`src/rtl/truth_table_scanner_pkg.sv`:
```
// Shared types and constants for the truth-table scanner: FSM state encoding,
// number of stimulus vectors and the vector index width.
package tt_scan_pkg;
    localparam int NUM_VECTORS = 8;
    localparam int IDX_W       = 3;

    typedef enum logic [1:0] {
        IDLE   = 2'd0,
        DRIVE  = 2'd1,
        SAMPLE = 2'd2,
        DONE   = 2'd3
    } state_e;
endpackage

```
`src/rtl/truth_table_scanner_if.sv`:
```
// Bundle of the scanner's control, stimulus, response and result signals.
// slave is the scanner side, master is the side that owns start and the responses.
interface truth_table_scanner_if;
    import tt_scan_pkg::*;

    logic                   start;
    logic                   y_a;
    logic                   y_b;
    logic                   a;
    logic                   b;
    logic                   c;
    logic                   busy;
    logic                   done;
    logic [NUM_VECTORS-1:0] tt_a;
    logic [NUM_VECTORS-1:0] tt_b;
    logic [3:0]             mismatch_count;
    logic                   mismatch;
    logic [IDX_W-1:0]       first_mismatch_idx;

    modport slave (
        input  start, y_a, y_b,
        output a, b, c, busy, done, tt_a, tt_b,
               mismatch_count, mismatch, first_mismatch_idx
    );

    modport master (
        output start, y_a, y_b,
        input  a, b, c, busy, done, tt_a, tt_b,
               mismatch_count, mismatch, first_mismatch_idx
    );
endinterface

```
`src/rtl/truth_table_scanner_settle_timer.sv`:
```
// Settle counter: counts enabled cycles from zero and flags the last one,
// so the owner holds a vector for exactly SETTLE_CYCLES cycles.
module settle_timer #(
    parameter int SETTLE_CYCLES = 10
) (
    input  logic clk,
    input  logic rst_n,
    input  logic clear,
    input  logic enable,
    output logic expired
);
    logic [7:0] count_q;
    logic [7:0] count_d;

    always_comb begin
        count_d = count_q;
        if (clear) begin
            count_d = 8'd0;
        end else if (enable) begin
            count_d = count_q + 8'd1;
        end
    end

    always_ff @(posedge clk or negedge rst_n) begin
        if (!rst_n) begin
            count_q <= 8'd0;
        end else begin
            count_q <= count_d;
        end
    end

    assign expired = enable && (count_q == 8'(SETTLE_CYCLES - 1));
endmodule

```
`src/rtl/truth_table_scanner.sv`:
```
// Walks {a,b,c} through all eight vectors, lets each settle, then records both
// implementations' responses and tracks where they disagree.
module truth_table_scanner
    import tt_scan_pkg::*;
#(
    parameter int SETTLE_CYCLES = 10
) (
    input  logic                 clk,
    input  logic                 rst_n,
    truth_table_scanner_if.slave bus
);
    state_e                 state_q, state_d;
    logic [IDX_W-1:0]       idx_q, idx_d;
    logic [NUM_VECTORS-1:0] tt_a_q, tt_a_d;
    logic [NUM_VECTORS-1:0] tt_b_q, tt_b_d;
    logic [3:0]             mm_cnt_q, mm_cnt_d;
    logic [IDX_W-1:0]       first_q, first_d;
    logic                   expired;
    logic                   in_drive;
    logic                   busy;
    logic [IDX_W-1:0]       vec;

    assign in_drive = (state_q == DRIVE);

    // Cleared outside DRIVE so every vector starts its settle window at zero.
    settle_timer #(.SETTLE_CYCLES(SETTLE_CYCLES)) u_settle (
        .clk     (clk),
        .rst_n   (rst_n),
        .clear   (!in_drive),
        .enable  (in_drive),
        .expired (expired)
    );

    always_comb begin
        state_d  = state_q;
        idx_d    = idx_q;
        tt_a_d   = tt_a_q;
        tt_b_d   = tt_b_q;
        mm_cnt_d = mm_cnt_q;
        first_d  = first_q;
        case (state_q)
            IDLE, DONE: begin
                if (bus.start) begin
                    state_d  = DRIVE;
                    idx_d    = '0;
                    tt_a_d   = '0;
                    tt_b_d   = '0;
                    mm_cnt_d = 4'd0;
                    first_d  = '0;
                end
            end
            DRIVE: begin
                if (expired) begin
                    state_d = SAMPLE;
                end
            end
            SAMPLE: begin
                tt_a_d[idx_q] = bus.y_a;
                tt_b_d[idx_q] = bus.y_b;
                if (bus.y_a != bus.y_b) begin
                    if (mm_cnt_q == 4'd0) begin
                        first_d = idx_q;
                    end
                    if (mm_cnt_q != 4'(NUM_VECTORS)) begin
                        mm_cnt_d = mm_cnt_q + 4'd1;
                    end
                end
                if (idx_q == IDX_W'(NUM_VECTORS - 1)) begin
                    state_d = DONE;
                    idx_d   = '0;
                end else begin
                    state_d = DRIVE;
                    idx_d   = idx_q + 1'b1;
                end
            end
            default: state_d = IDLE;
        endcase
    end

    always_ff @(posedge clk or negedge rst_n) begin
        if (!rst_n) begin
            state_q  <= IDLE;
            idx_q    <= '0;
            tt_a_q   <= '0;
            tt_b_q   <= '0;
            mm_cnt_q <= 4'd0;
            first_q  <= '0;
        end else begin
            state_q  <= state_d;
            idx_q    <= idx_d;
            tt_a_q   <= tt_a_d;
            tt_b_q   <= tt_b_d;
            mm_cnt_q <= mm_cnt_d;
            first_q  <= first_d;
        end
    end

    assign busy = (state_q == DRIVE) || (state_q == SAMPLE);
    assign vec  = busy ? idx_q : '0;

    assign bus.a                  = vec[2];
    assign bus.b                  = vec[1];
    assign bus.c                  = vec[0];
    assign bus.busy               = busy;
    assign bus.done               = (state_q == DONE);
    assign bus.tt_a               = tt_a_q;
    assign bus.tt_b               = tt_b_q;
    assign bus.mismatch_count     = mm_cnt_q;
    assign bus.mismatch           = (mm_cnt_q != 4'd0);
    assign bus.first_mismatch_idx = first_q;
endmodule

```
`src/flat_wrapper.sv`:
```
// flat-port wrapper written by rule: the top's interface ports become plain ports
module truth_table_scanner_flat import tt_scan_pkg::*;
#(
    parameter int SETTLE_CYCLES = 10
)
  (clk, rst_n, bus_start, bus_y_a, bus_y_b, bus_a, bus_b, bus_c, bus_busy, bus_done, bus_tt_a, bus_tt_b, bus_mismatch_count, bus_mismatch, bus_first_mismatch_idx);
  truth_table_scanner_if bus_i ();
  input  logic clk;
  input  logic rst_n;
  input wire logic [$bits(bus_i.start)-1:0] bus_start;
  input wire logic [$bits(bus_i.y_a)-1:0] bus_y_a;
  input wire logic [$bits(bus_i.y_b)-1:0] bus_y_b;
  output wire logic [$bits(bus_i.a)-1:0] bus_a;
  output wire logic [$bits(bus_i.b)-1:0] bus_b;
  output wire logic [$bits(bus_i.c)-1:0] bus_c;
  output wire logic [$bits(bus_i.busy)-1:0] bus_busy;
  output wire logic [$bits(bus_i.done)-1:0] bus_done;
  output wire logic [$bits(bus_i.tt_a)-1:0] bus_tt_a;
  output wire logic [$bits(bus_i.tt_b)-1:0] bus_tt_b;
  output wire logic [$bits(bus_i.mismatch_count)-1:0] bus_mismatch_count;
  output wire logic [$bits(bus_i.mismatch)-1:0] bus_mismatch;
  output wire logic [$bits(bus_i.first_mismatch_idx)-1:0] bus_first_mismatch_idx;
  assign bus_i.start = bus_start;
  assign bus_i.y_a = bus_y_a;
  assign bus_i.y_b = bus_y_b;
  assign bus_a = bus_i.a;
  assign bus_b = bus_i.b;
  assign bus_c = bus_i.c;
  assign bus_busy = bus_i.busy;
  assign bus_done = bus_i.done;
  assign bus_tt_a = bus_i.tt_a;
  assign bus_tt_b = bus_i.tt_b;
  assign bus_mismatch_count = bus_i.mismatch_count;
  assign bus_mismatch = bus_i.mismatch;
  assign bus_first_mismatch_idx = bus_i.first_mismatch_idx;
  truth_table_scanner #(.SETTLE_CYCLES(SETTLE_CYCLES)) u_core (.clk(clk), .rst_n(rst_n), .bus(bus_i));
endmodule
```
`config.mk`:
```
export PLATFORM = sky130hd
export DESIGN_NAME = truth_table_scanner_flat
export DESIGN_NICKNAME = d
export VERILOG_FILES = /design/src/rtl/truth_table_scanner_pkg.sv /design/src/rtl/truth_table_scanner_if.sv /design/src/rtl/truth_table_scanner_settle_timer.sv /design/src/rtl/truth_table_scanner.sv /design/src/flat_wrapper.sv
export SDC_FILE = /design/constraint.sdc
export NUM_CORES = 1
export LEC_CHECK = 0
export ABC_AREA = 0
export BUFFER_PORTS_ARGS = -buffer_cell sky130_fd_sc_hd__buf_2
export CORE_MARGIN = 1.5
export CORE_UTILIZATION = 59
export CTS_CLUSTER_SIZE = 28
export DETAILED_ROUTE_END_ITERATION = 8
export GPL_ROUTABILITY_DRIVEN = 0
export HOLD_SLACK_MARGIN = 0.08
export PLACE_DENSITY = 0.84
export SLEW_MARGIN = 15
export SYNTH_ARGS = -nofsm -noshare
export SYNTH_HDL_FRONTEND = slang
export SYNTH_HIERARCHICAL = 1
export SYNTH_SLANG_ARGS = --single-unit
export TNS_END_PERCENT = 20
```
`constraint.sdc`:
```
create_clock -name clk -period 2.9 [get_ports clk]
set_input_delay 0.29 -clock clk [delete_from_list [all_inputs] [get_ports clk]]
set_output_delay 0.29 -clock clk [all_outputs]
set_load 0.1 [all_outputs]
```
==> impl_metrics.ini, run 1 <==
[timing]
worstMarginPinSlew_ps = 867
fin_crit_ps = 2260
finalSetupTns_ps = 0
grt_setup_unrepaired = false
upper_clock_frequency_limit_mhz = 442
finalHoldViolCount = 0
finalClockSkew_ps = 5.79
timing.slew.headroom = 0.411
smallest_hold_slack_ps = 499
layout_worst_path_cycle_share = 0.781
timing.final.setup_violations = 0
slew_violations = 0
postLayoutSetupSlackWorst_ps = 636

[synth]
synth-adder-area-share = 0.0723
synth.largest_area_cell = dfrtp_1
total_of_flip_flops_plus_latches_after_synthesis = 36
synth_common_cells = dfrtp_1 (36), inv_1 (24), o22ai_1 (14), nand2_1 (12), ha_1 (11)
synth.area.top_cells = dfrtp_1 (47%), ha_1 (7.2%), inv_1 (4.7%)
synth-compound-area-share = 0.174
syn_avg_cell_area_sq_um = 10.0
proportion_of_register_bits_with_asynchronous_set_or_reset_after_synthesis = 1.00
synth_simple_gate_area_frac = 0.162
synth_top_family_by_area = compound AO/OA/AOI/OAI gates
ys.flop_type = dfrtp_1
synth_sequential_area_ratio = 0.473
synth-xor-area-share = 0.0230
synth.cell_area_sq_mm = 0.00190
synthesis.nets = 206
post_synth_mux_area_share = 0.0230
ys.warnings.count = 6
syn-instance-count = 190
synth_edf_count = 0
synth_cell_type_count = 40
synth.top_cell.area_share = 0.473
synth.most_common_cell = dfrtp_1

[clocking]
cts_made_buffers = 5
cts_sinks = 36
worst_skew_pair.late_latency_ps = 320
clock-root-buffer = clkbuf_4
post-cts-setup-buffer-count = 0
postCtsResizedCells = 0
cts.htree.levels = 2
cts_max_path_buffers = 2
cts_tree = built
clock_input_transition_at_the_sequential_cells_of_the_worst_setup_and_hold_paths_ps = 100

[global_routing]
grt_start_max_net_pins = 37
number_of_global_route_vias_before_repair = 1434
antenna_violations_before_repair = 0
grt-ovfl-total = 0
first_pass_grt_wire_length_um = 6300
grt_usage = 0.234

[drt]
antenna_violating_nets_post_route = 0
drt-pass1-iter-count = 4
post_detailed_route_via_to_cell_ratio = 5.88
drc_errors_left = 0
detailed_route_iter0_violations = 49
route.vias.total = 1558
drt_wl_total_um = 3830
routedWlPerCell_um = 14.5

[final_layout]
post_layout_nonfiller_instances = 265
fin_nets = 237
antenna-diode-count = 0
synthesis_to_finish_area_growth_pct = 12.9
final_layout_size_suffix_gt1_frac = 0.199

[worst_setup_path]
data_required_time_of_the_critical_path_ps = 3110
end_kind = flip-flop
cp-start-kind = flip-flop
peak_fanout_along_the_critical_path = 18
timing_worst_setup_path_type = reg -> reg
worstPathArrival_ps = 2480

[power]
power.static_leakage_uw = 0.00107
pwrdens_mw_per_mm2 = 560
ir_drop_worst_case_vdd_mv = 0.463

[min_path]
worst_hold_path_type = in -> reg

[place]
worst_slack_at_placement_ps = 658
numPortBuffers = 33
detailedPlacementHpwl_um = 2800
place.detailed.instances = 257

[floorplan]
fp.dieH_um = 59.8
core.rowCount = 20
starting_density = 0.624
floorplan.die.width_um = 59.8
core_outline_area_sq_mm = 0.00305
io_pins = 34
die_area_sq_mm = 0.00358

[flow_run]
drv.max_cap_violation_count = 0

[status]
status = finished clean
## state kept, by name, indices dropped and copies added (netlist names)
| signal | cells |
|---|---|
| u_core/bus.mismatch_count | 4 |
| u_core/u_settle/count_q | 8 |
| u_core/bus.tt_b | 8 |
| u_core/bus.first_mismatch_idx | 3 |
| u_core/state_q | 2 |
| u_core/bus.tt_a | 8 |
| u_core/idx_q | 3 |
## layout make-up
cell class / instances / area (sq um)
flip-flops and latches: 36 / 901
inverters: 24 / 90.1
well taps: 44 / 55.1
repair buffers: 34 / 175
clock buffers: 7 / 65.1
fillers: 248 / 902
multi-input cells: 120 / 865
## layer usage
metal | wire length [um] | global-route usage
met1 | 1790 | 0.297
met2 | 1800 | 0.391
met3 | 169 | 0.0390
met4 | 75 | 0.102
met5 | 0 | 0
## cells in the final DEF (no fill, tap or decap), types with 2 or more instances in the layout
cell type | Yosys | routed
nor2_1 | 6 | 6
nand2_1 | 12 | 12
or3b_1 | 4 | 4
dfrtp_1 | 36 | 36
nor2b_1 | 4 | 4
a21o_1 | 2 | 2
o22ai_1 | 14 | 14
and3_1 | 3 | 3
xnor2_1 | 2 | 2
o21ai_0 | 5 | 5
clkbuf_4 | 0 | 5
a211oi_1 | 2 | 2
nand3_1 | 4 | 4
nand3b_1 | 4 | 4
ha_1 | 11 | 11
a21oi_1 | 10 | 10
mux2i_1 | 3 | 3
o2bb2ai_1 | 2 | 2
xor2_1 | 3 | 3
nand4_1 | 4 | 4
buf_2 | 6 | 33
a211o_1 | 3 | 3
o31ai_1 | 2 | 2
inv_1 | 24 | 24
or3_1 | 4 | 4
a2111oi_0 | 3 | 3
clkbuf_8 | 0 | 2
## cells by family (layout without fill, tap and decap cells)
| group | count (synthesis) | in the layout |
|---|---|---|
| AOI/OAI and AO/OA | 49 | 49 |
| xor gates and xnor gates | 5 | 5 |
| adders and majority gates | 11 | 11 |
| buffers and inverters | 34 | 65 |
| DFF | 36 | 36 |
| muxes | 4 | 4 |
| and+or+nand+nor | 51 | 51 |
## what timing repair did
action | CTS | global route
hold buffers | 1 | 0
setup endpoints to repair | 0 | 0
endpoints found under the hold margin | 36 | 0
## final timing paths
path	startpoint	end	slack [ps]	cells past startpoint
hold reg to reg	u_core/bus.tt_a[0]	u_core/bus.tt_a[0]	510	1
setup / recovery	u_core/state_q[0]	u_core/bus.first_mismatch_idx[2]	640	5
hold / removal	bus_y_a	u_core/bus.tt_a[0]	500	3
setup reg to reg	u_core/state_q[0]	u_core/bus.first_mismatch_idx[2]	640	5
min in group asynchronous	rst_n	u_core/bus.tt_a[6]	570	2
max in group asynchronous	rst_n	u_core/bus.tt_a[3]	1820	2
## report_power, final
| part | switching, uW | total (uW) | leakage, uW | internal [uW] |
|---|---|---|---|---|
| logic | 303 | 359 | 0.000621 | 56.1 |
| registers | 28.5 | 559 | 0.000413 | 531 |
| clock network | 149 | 286 | 0.0000374 | 138 |
| total | 481 | 1210 | 0.00107 | 724 |
## critical path: stages, from the launching register on
cell       delay [ps]
dfrtp_1           420
inv_1             100
ha_1              410
mux2i_2           770
a2111oi_0         190
a211o_1           280
## through the flow
step                      total power, uW  utilization  area (sq um)
after floorplan                       859            -          1900
after global placement                915        0.680          2080
after detailed placement              926        0.680          2080
after CTS                            1210        0.705          2150
after global routing                 1250        0.705          2150
final                                1210        0.705          2150
Note: power is estimated with default switching activity, not from simulation.
==> run 2: changes to the inputs <==
--- a/config.mk
+++ b/config.mk
@@ -8,12 +8,12 @@
 export ABC_AREA = 0
 export BUFFER_PORTS_ARGS = -buffer_cell sky130_fd_sc_hd__buf_2
 export CORE_MARGIN = 1.5
-export CORE_UTILIZATION = 59
+export CORE_UTILIZATION = 50
 export CTS_CLUSTER_SIZE = 28
 export DETAILED_ROUTE_END_ITERATION = 8
 export GPL_ROUTABILITY_DRIVEN = 0
 export HOLD_SLACK_MARGIN = 0.08
-export PLACE_DENSITY = 0.84
+export PLACE_DENSITY = 0.75
 export SLEW_MARGIN = 15
 export SYNTH_ARGS = -nofsm -noshare
 export SYNTH_HDL_FRONTEND = slang
==> constraint.sdc (replaced) <==
create_clock -name clk -period 1.9 [get_ports clk]
set_input_delay 0.19 -clock clk [delete_from_list [all_inputs] [get_ports clk]]
set_output_delay 0.19 -clock clk [all_outputs]
set_load 0.1 [all_outputs]
==> run 2 against run 1 <==
Wire length decreased by 0.47%. Die area increased by 17%. Worst hold slack got worse by 170 ps. Critical endpoint is now bus_mismatch.
==> impl_metrics.ini, run 2 (synthesis results as in run 1) <==
[power]
power.combinational.fraction = 0.271
finalPower_uw = 2120
ir_drop_worst_case_vdd_mv = 1.04
power.static_leakage_uw = 0.00116
power.switching_uw = 799
internal_power_uw = 1320
power.clock.fraction = 0.316
proportion_of_power_drawn_by_flip_flops_and_latches = 0.413
switching_share = 0.377
pwrdens_mw_per_mm2 = 875

[timing]
slew_violations = 0
upper_clock_frequency_limit_mhz = 554
finalClockSkew_ps = 4.74
timing.slew.headroom = 0.508
fin_crit_ps = 1800
finalHoldViolCount = 0
layout_worst_path_cycle_share = 0.950
grt_setup_unrepaired = false
worstMarginPinSlew_ps = 732
finalSetupTns_ps = 0
timing.final.setup_violations = 0
postLayoutSetupSlackWorst_ps = 95.3

[clocking]
worst_skew_pair.late_latency_ps = 290
post-cts-setup-buffer-count = 0
cts_sinks = 36
clock_input_transition_at_the_sequential_cells_of_the_worst_setup_and_hold_paths_ps = 70
cts_max_path_buffers = 2
cts_tree = built
clock-root-buffer = clkbuf_8
cts_made_buffers = 5
cts.htree.levels = 2

[final_layout]
filler_instances = 289
synthesis_to_finish_area_growth_pct = 27.2
antenna-diode-count = 0
fin_nets = 249
final_layout_size_suffix_gt1_frac = 0.286
fin_area_sq_mm = 0.00242
layout.cells.most_common_list = dfrtp_1 (32), buf_2 (28), inv_1 (22), o22ai_1 (14)
most_common_library_cell_in_the_layout_ignoring_fill_and_taps = dfrtp_1

[worst_setup_path]
peak_fanout_along_the_critical_path = 7
end_kind = primary output
data_required_time_of_the_critical_path_ps = 1710
timing_worst_setup_path_type = reg -> out
cp-start-kind = flip-flop
worstPathArrival_ps = 1610

[floorplan]
floorplan.die.width_um = 64.7
starting_density = 0.520
core.rowCount = 22
die_area_sq_mm = 0.00419
io_pins = 34
core_outline_area_sq_mm = 0.00366
fp.dieH_um = 64.7

[global_routing]
grt_usage = 0.206
grt-ovfl-total = 0
first_pass_grt_wire_length_um = 6700
grt_start_max_net_pins = 23
number_of_global_route_vias_before_repair = 1446
antenna_violations_before_repair = 0

[drt]
antenna_violating_nets_post_route = 0
drc_errors_left = 0
routedWlPerCell_um = 13.5
detailed_route_iter0_violations = 87
drt_wl_total_um = 3810
drt-pass1-iter-count = 4
post_detailed_route_via_to_cell_ratio = 5.50
route.vias.total = 1550

[status]
status = finished clean

[min_path]
worst_hold_path_type = in -> async

[place]
detailedPlacementHpwl_um = 2730
worst_slack_at_placement_ps = 101
numPortBuffers = 33
placed_cell_area_sq_mm = 0.00227

[flow_run]
drv.max_cap_violation_count = 0
[run 2: cell types whose count changed in the layout (fill, tap and decap cells not counted), moves of 2 or more]
cell      delta
buf_2        -5
inv_1        -2
dfrtp_4      +2
buf_12       +4
dfrtp_1      -4
dfrtp_2      +2
ha_1         -2
ha_4         +2
clkbuf_4     -5
clkbuf_8     +3
inv_4        +2
buf_4       +12
[run 2: routing by layer]
layer,global-route usage,wire length (um),part of all wire,vias to the layer above
li1,-,-,-,764
met1,0.280,1820,0.48,736
met2,0.321,1770,0.47,45
met3,0.0469,164,0.043,5
met4,0.0771,52,0.014,0
met5,0,0,0,-
[run 2: final cells by class]
| cell class | count | area, sq um | share of cell area |
|---|---|---|---|
| clock buffers | 5 | 68.8 | 0.0284 |
| clock inverters | 3 | 42.5 | 0.0176 |
| inverters | 24 | 95.1 | 0.0393 |
| multi-input cells | 120 | 913 | 0.377 |
| flip-flops and latches | 36 | 911 | 0.376 |
| well taps | 48 | 60.1 | 0.0248 |
| repair buffers | 46 | 332 | 0.137 |
[run 2: through the flow]
stage	instances	util	hold slack (ps)
6_report	282	0.662	330
5_1_grt	282	0.662	355
4_1_cts	282	0.653	330
3_5_place_dp	273	0.619	109
3_3_place_gp	273	0.619	104
2_1_floorplan	190	-	-106
[run 2: path summary, 6_finish.rpt]
kind	from	endpoint	slack, ps	cells past startpoint
max in group asynchronous	rst_n	u_core/bus.tt_a[0]	990	3
min in group clk	bus_start	u_core/bus.tt_a[4]	440	4
hold reg to reg	u_core/bus.tt_b[0]	u_core/bus.tt_b[0]	490	1
setup reg to reg	u_core/u_settle/count_q[1]	u_core/state_q[1]	130	6
setup / recovery	u_core/bus.mismatch_count[0]	bus_mismatch	100	4
hold / removal	rst_n	u_core/bus.tt_a[4]	330	2
[run 2: worst max-delay path: stages (launching register included)]
cell and delay [ps]:
dfrtp_4 510, inv_4 80, ha_4 120, or3b_4 420, buf_6 210
[run 2: what timing repair did]
action | in CTS | in global routing
endpoints found under the hold margin | 14 | 0
cloned | 0 | 0
gates resized for setup | 1 | 5
setup endpoints to repair | 1 | 16
hold buffers | 1 | 0
pin swaps | 0 | 0
[run 2: power by group through the flow]
| stage | Sequential, uW | Combinational, uW | Clock, uW |
|---|---|---|---|
| 6_report | 876 | 574 | 669 |
| 5_1_grt | 884 | 608 | 720 |
| 4_1_cts | 876 | 573 | 684 |
| 3_5_place_dp | 891 | 569 | 0 |
| 3_3_place_gp | 890 | 565 | 0 |
| 2_1_floorplan | 1220 | 156 | 0 |
